### src/rtl/sha_padder.sv
// SHA-2 message padder: packs 32-bit words into 512/1024-bit blocks,
// appends the 0x80 marker, zero fill and the big-endian bit length.
module sha_padder (
   input  logic          clk,
   input  logic          rstn,
   input  logic          blk_sel,
   input  logic          s_valid,
   input  logic [31:0]   s_data,
   input  logic [2:0]    s_bytes,
   input  logic          s_last,
   output logic          s_ready,
   output logic          valid,
   output logic          new_msg,
   output logic [1023:0] msg,
   input  logic          ready
);

   typedef enum logic [1:0] {FILL, PAD, SEND, LEN} state_t;

   state_t      state_q, state_d;
   logic [4:0]  wcnt_q, wcnt_d;
   logic [63:0] len_q, len_d;
   logic [31:0] words_q [32];
   logic [31:0] words_d [32];
   logic        mode_q, mode_d;
   logic        first_q, first_d;
   logic        nm_pend_q, nm_pend_d;
   logic        extra_q, extra_d;
   logic        final_q, final_d;
   logic        p80_q, p80_d;
   logic [2:0]  lbytes_q, lbytes_d;
   logic        s_ready_q, s_ready_d;
   logic        valid_q, valid_d;
   logic        new_msg_q, new_msg_d;

   logic        mode_w;
   logic [4:0]  last_w;
   logic [4:0]  last_q;
   logic [7:0]  used;
   logic        fit;

   // mode of the word being offered: latched only on a message's first word
   assign mode_w = first_q ? blk_sel : mode_q;
   assign last_w = mode_w ? 5'd31 : 5'd15;
   assign last_q = mode_q ? 5'd31 : 5'd15;
   assign used   = {1'b0, wcnt_q, 2'b00} + {5'd0, lbytes_q} + 8'd1;
   assign fit    = used <= (mode_q ? 8'd112 : 8'd56);

   assign s_ready = s_ready_q;
   assign valid   = valid_q;
   assign new_msg = new_msg_q;

   // word k of the buffer maps to msg[1023-32k -: 32]
   always_comb begin
      msg = '0;
      for (int k = 0; k < 32; k++) begin
         msg[1023-32*k -: 32] = words_q[k];
      end
   end

   // next-state: buffer fill, padding, length insertion and handshakes
   always_comb begin
      state_d   = state_q;
      wcnt_d    = wcnt_q;
      len_d     = len_q;
      words_d   = words_q;
      mode_d    = mode_q;
      first_d   = first_q;
      nm_pend_d = nm_pend_q;
      extra_d   = extra_q;
      final_d   = final_q;
      p80_d     = p80_q;
      lbytes_d  = lbytes_q;
      unique case (state_q)
         FILL: begin
            if (s_valid && s_ready_q) begin
               words_d[wcnt_q] = s_data;
               len_d   = len_q + {58'd0, s_bytes, 3'd0};
               mode_d  = mode_w;
               first_d = 1'b0;
               if (s_last) begin
                  state_d  = PAD;
                  lbytes_d = s_bytes;
               end else if (wcnt_q == last_w) begin
                  state_d = SEND;
                  wcnt_d  = 5'd0;
                  final_d = 1'b0;
               end else begin
                  wcnt_d = wcnt_q + 5'd1;
               end
            end
         end
         PAD: begin
            for (int k = 0; k < 32; k++) begin
               if (5'(k) == wcnt_q) begin
                  unique case (lbytes_q)
                     3'd0: words_d[k] = 32'h8000_0000;
                     3'd1: words_d[k] = {words_q[k][31:24], 24'h80_0000};
                     3'd2: words_d[k] = {words_q[k][31:16], 16'h8000};
                     3'd3: words_d[k] = {words_q[k][31:8], 8'h80};
                     default: words_d[k] = words_q[k];
                  endcase
               end else if (5'(k) > wcnt_q) begin
                  if (5'(k) == wcnt_q + 5'd1 && lbytes_q == 3'd4 &&
                      wcnt_q != last_q)
                     words_d[k] = 32'h8000_0000;
                  else
                     words_d[k] = 32'h0;
               end
            end
            if (fit) begin
               if (mode_q) begin
                  words_d[30] = len_q[63:32];
                  words_d[31] = len_q[31:0];
               end else begin
                  words_d[14] = len_q[63:32];
                  words_d[15] = len_q[31:0];
               end
               final_d = 1'b1;
               extra_d = 1'b0;
               p80_d   = 1'b0;
            end else begin
               final_d = 1'b0;
               extra_d = 1'b1;
               // data filled the block exactly: marker opens the extra block
               p80_d   = (lbytes_q == 3'd4) && (wcnt_q == last_q);
            end
            wcnt_d  = 5'd0;
            state_d = SEND;
         end
         SEND: begin
            if (valid_q && ready) begin
               nm_pend_d = 1'b0;
               if (extra_q) begin
                  state_d = LEN;
                  extra_d = 1'b0;
               end else begin
                  state_d = FILL;
                  if (final_q) begin
                     for (int k = 0; k < 32; k++) words_d[k] = 32'h0;
                     len_d     = 64'd0;
                     wcnt_d    = 5'd0;
                     first_d   = 1'b1;
                     nm_pend_d = 1'b1;
                     final_d   = 1'b0;
                  end
               end
            end
         end
         LEN: begin
            for (int k = 0; k < 32; k++) words_d[k] = 32'h0;
            if (p80_q) words_d[0] = 32'h8000_0000;
            if (mode_q) begin
               words_d[30] = len_q[63:32];
               words_d[31] = len_q[31:0];
            end else begin
               words_d[14] = len_q[63:32];
               words_d[15] = len_q[31:0];
            end
            p80_d   = 1'b0;
            final_d = 1'b1;
            state_d = SEND;
         end
         default: state_d = FILL;
      endcase
      s_ready_d = (state_d == FILL);
      valid_d   = (state_d == SEND);
      new_msg_d = (state_d == SEND) ? nm_pend_q : 1'b0;
   end

   // state and registered outputs
   always_ff @(posedge clk or negedge rstn) begin
      if (!rstn) begin
         state_q   <= FILL;
         wcnt_q    <= 5'd0;
         len_q     <= 64'd0;
         for (int k = 0; k < 32; k++) words_q[k] <= 32'h0;
         mode_q    <= 1'b0;
         first_q   <= 1'b1;
         nm_pend_q <= 1'b1;
         extra_q   <= 1'b0;
         final_q   <= 1'b0;
         p80_q     <= 1'b0;
         lbytes_q  <= 3'd0;
         s_ready_q <= 1'b0;
         valid_q   <= 1'b0;
         new_msg_q <= 1'b0;
      end else begin
         state_q   <= state_d;
         wcnt_q    <= wcnt_d;
         len_q     <= len_d;
         words_q   <= words_d;
         mode_q    <= mode_d;
         first_q   <= first_d;
         nm_pend_q <= nm_pend_d;
         extra_q   <= extra_d;
         final_q   <= final_d;
         p80_q     <= p80_d;
         lbytes_q  <= lbytes_d;
         s_ready_q <= s_ready_d;
         valid_q   <= valid_d;
         new_msg_q <= new_msg_d;
      end
   end

endmodule

### config.mk
export PLATFORM = sky130hd
export DESIGN_NAME = sha_padder
export DESIGN_NICKNAME = d
export VERILOG_FILES = /design/src/rtl/sha_padder.sv
export SDC_FILE = /design/constraint.sdc
export NUM_CORES = 2
export LEC_CHECK = 0
export ABC_AREA = 1
export BUFFER_PORTS_ARGS = -buffer_cell sky130_fd_sc_hd__buf_2
export CAP_MARGIN = 20
export CORE_ASPECT_RATIO = 1.1
export CORE_MARGIN = 4
export CORE_UTILIZATION = 31
export CTS_CLUSTER_SIZE = 8
export DETAILED_ROUTE_END_ITERATION = 10
export GPL_ROUTABILITY_DRIVEN = 0
export PLACE_DENSITY = 0.59
export SYNTH_ARGS = -nofsm -noshare
export SYNTH_HDL_FRONTEND = slang
export SYNTH_SLANG_ARGS = --single-unit
### constraint.sdc
create_clock -name clk -period 4.76 [get_ports clk]
set_input_delay 0.952 -clock clk [delete_from_list [all_inputs] [get_ports clk]]
set_output_delay 0.952 -clock clk [all_outputs]
set_load 0.005 [all_outputs]
==> qor.csv <==
metric,value,unit
outcome,completed,
drt initial violations,6632,
Final period util,86.4,%
Synth Instances,5996,
share of the synthesized area in the top cell type,54.1,%
Worst Tran Pin Value,1.16,ns
max-slew violations,0,
I/O pins,1068,
IO buf count,1067,
TritonRoute pass-1 iters,8,
leak pwr,31.7,nW
Setup Skew,0.0592,ns
RSZ-0062 raised after global routing,false,
Mapped Nets,6059,
drt wl/cell,32.2,µm
cts hold-fix bufs,0,
Max Cap Viol,0,
Num CTS Buffers,159,
GRT overflow,0,
CORE AREA,0.163,mm²
ranking of synthesized cells by area,"dfrtp_1 54%, o21ai_0 12%, nand2_1 6.9%",
synth unique cells,53,
CP peak stage delay,0.76,ns
Yosys reg bits,1104,
Routed Antenna Nets,0,
Critical Path Start Type,register,
Critical Path RT,5.47,ns
PwrDens,646,mW/mm²
die height,433,µm
net switching power,20.1,mW
largest delay contributor family on the critical path,simple AND/OR/NAND/NOR gates,
Pwr Total,41.2,mW
TritonCTS clock tree,built,
first-pass GRT wire length,407,mm
"Max FO, Critical Path",17,
Clock Power Share,25.7,%
Final Hold Viols,0,
GRT Util Overall,33.5,%
Synth area leader,dfrtp_1,
"commonest non-fill, non-tap cell in the layout",o21ai_0,
Die ar.,0.171,mm²
die width,395,µm
sequential area share after synthesis,54.2,%
final setup margin,0.646,ns
Clock Latency Late Sink,0.82,ns
Initial Util,31.3,%
Int Power,21.1,mW
predominant post-synthesis flop cell,dfrtp_1,
Clock Tree Buf Depth,3,
worst path cell trace,"ha_1, nand2_1, nor2_1, ha_1, inv_1, nand3_1, inv_1, nand3_1, o221ai_1, nand2_1, a21boi_0",
Num Clock Sinks,1104,
Worst setup EP type,register,
Via Count,53700,
fraction of registers with async set/reset,100,%
Mean Syn Cell Area,8.50,µm²
DPL Wire Length,223,mm
H-tree depth,4,
setup violators final,0,
post-cts gate resize count,0,
min-delay worst type,input port to async pin,
peak supply drop,0.408,mV
vias per inst,5.81,
antenna violations before repair,33,
Buf/Inv on CP,2,
Sw Share,48.7,%
post-CTS setup buffer count,0,
min Tclk post-route,4.11,ns
# rows,155,
synth warn,0,
largest net degree at the start of global routing,126,
clock root cell,clkbuf_16,
"Max stage delay cell, worst path",dfrtp_1,
"Net count, final",7140,
vias in the first global route,50700,
Post-synth EDFFs,0,
critical path class,register to register,
Comb power frac,44.7,%
"commonest cells after routing, fill and taps aside","1,208 x o21ai_0, 1,101 x dfrtp_1, 1,066 x buf_2",
total negative slack,0,ns
share of power burned in registers,29.6,%
area grow syn2layout,25.0,%
Arrival @ worst endpoint,4.82,ns
drc violations,0,
Layout fillers,16600,
Post-Place Setup Slack,0.851,ns
final wirelength,297,mm
mapped cell area,0.0510,mm²
share of cells above drive strength 1,21.9,%
"Clk pin slew, worst setup/hold paths",0.07,ns
Slew headroom,22.7,%
Highest Clock Rate,243,MHz
## worst paths after layout
kind                       slack (ns)                   from  depth (start not counted)               endpoint
min in group clk                 0.40              s_data[4]                          3   msg[676]$_DFFE_PN0P_
max reg2reg                      0.65  wcnt_q[1]$_DFFE_PN0P_                         11  msg[1023]$_DFFE_PN0P_
min reg2reg                      0.45    extra_q$_DFFE_PN0P_                          1  nm_pend_q$_DFFE_PN1P_
min                              0.13                   rstn                          1   msg[796]$_DFFE_PN0P_
max in group asynchronous        3.07                   rstn                          2   msg[717]$_DFFE_PN0P_
max                              0.65  wcnt_q[1]$_DFFE_PN0P_                         11  msg[1023]$_DFFE_PN0P_
## power groups by stage
| stage | Sequential (mW) | Combinational [mW] | Clock [mW] |
|---|---|---|---|
| 3_3_place_gp | 12.2 | 17.9 | 0 |
| 6_report | 12.2 | 18.4 | 10.6 |
| 2_1_floorplan | 11.9 | 8.75 | 0 |
| 4_1_cts | 12.1 | 18.2 | 10.7 |
| 5_1_grt | 12.3 | 19.4 | 11.1 |
| 3_5_place_dp | 12.2 | 18.1 | 0 |
## routing by layer
| layer | vias to the layer above | global-route usage [%] | share of wire (%) |
|---|---|---|---|
| met1 | 26900 | 39.0 | 36 |
| met3 | 730 | 10.6 | 11 |
| li1 | 22600 | - | - |
| met5 | - | 0 | 0.032 |
| met4 | 14 | 19.6 | 6.9 |
| met2 | 3487 | 54.2 | 46 |
## per-stage QoR
stage                     hold WS, ns  cells  area, µm²  utilization (%)
after global placement          0.462   9033      59200             36.3
final                           0.129   9240      63700             39.1
after CTS                       0.195   9229      63700             39.1
after detailed placement        0.453   9035      59300             36.4
after global routing            0.194   9233      63700             39.1
after floorplan                 0.420   5996      51000                -
## cell type report
class                           instances  area (µm²)  area share [%]
Clock inverter                         18         360           0.565
Inverter                              638        2400            3.76
Clock buffer                          176        4090            6.42
Tap cell                             2119        2650            4.16
Sequential cell                      1104       27600            43.4
Timing Repair Buffer                 1211        6660            10.4
Antenna cell                           11        27.5          0.0432
Multi-Input combinational cell       3963       19900            31.2
## Yosys cell counts, types with 8 or more instances
| master | number |
|---|---|
| nand2_1 | 944 |
| a31oi_1 | 12 |
| nand3b_1 | 11 |
| a211oi_2 | 32 |
| a21oi_1 | 202 |
| nor3_1 | 41 |
| a221oi_1 | 11 |
| o31ai_1 | 37 |
| o211ai_1 | 35 |
| o22ai_1 | 269 |
| ha_1 | 21 |
| a211oi_1 | 67 |
| clkbuf_1 | 221 |
| clkinv_1 | 18 |
| buf_1 | 30 |
| inv_1 | 599 |
| nor4_1 | 8 |
| dfrtp_1 | 1102 |
| xor2_1 | 16 |
| o21ai_1 | 50 |
| a22oi_1 | 28 |
| nand4_1 | 39 |
| o21a_1 | 20 |
| inv_2 | 21 |
| buf_2 | 36 |
| o21ai_0 | 1209 |
| nor2_1 | 410 |
| o21ai_2 | 11 |
| nand3_1 | 422 |
| nor2_2 | 22 |
## registers in the layout, indices dropped and copies added (netlist names)
name	count
lbytes_q	3
extra_q	1
state_q	2
valid	1
new_msg	1
mode_q	1
p80_q	1
msg	1024
len_q	61
first_q	1
wcnt_q	5
s_ready	1
final_q	1
nm_pend_q	1
## kinds of logic after synthesis
kind of cell | count (synthesis) | synth area share [%]
AND/OR/NAND/NOR | 1915 | 15.8
XOR/XNOR | 16 | 0.275
flip-flops | 1104 | 54.2
AO/OA/AOI/OAI | 2005 | 22.1
buffers and inverters | 929 | 6.95
adder cells (fa/ha/maj) | 22 | 0.555
multiplexers | 5 | 0.108
## worst reg2reg max path: stages (launching register included)
cell,delay (ns)
dfrtp_1,0.76
ha_1,0.42
nand2_1,0.18
nor2_1,0.38
ha_1,0.32
inv_1,0.09
nand3_1,0.63
inv_1,0.50
nand3_1,0.11
o221ai_1,0.28
nand2_1,0.12
a21boi_0,0.19
Power figures use the tool's default switching activity.
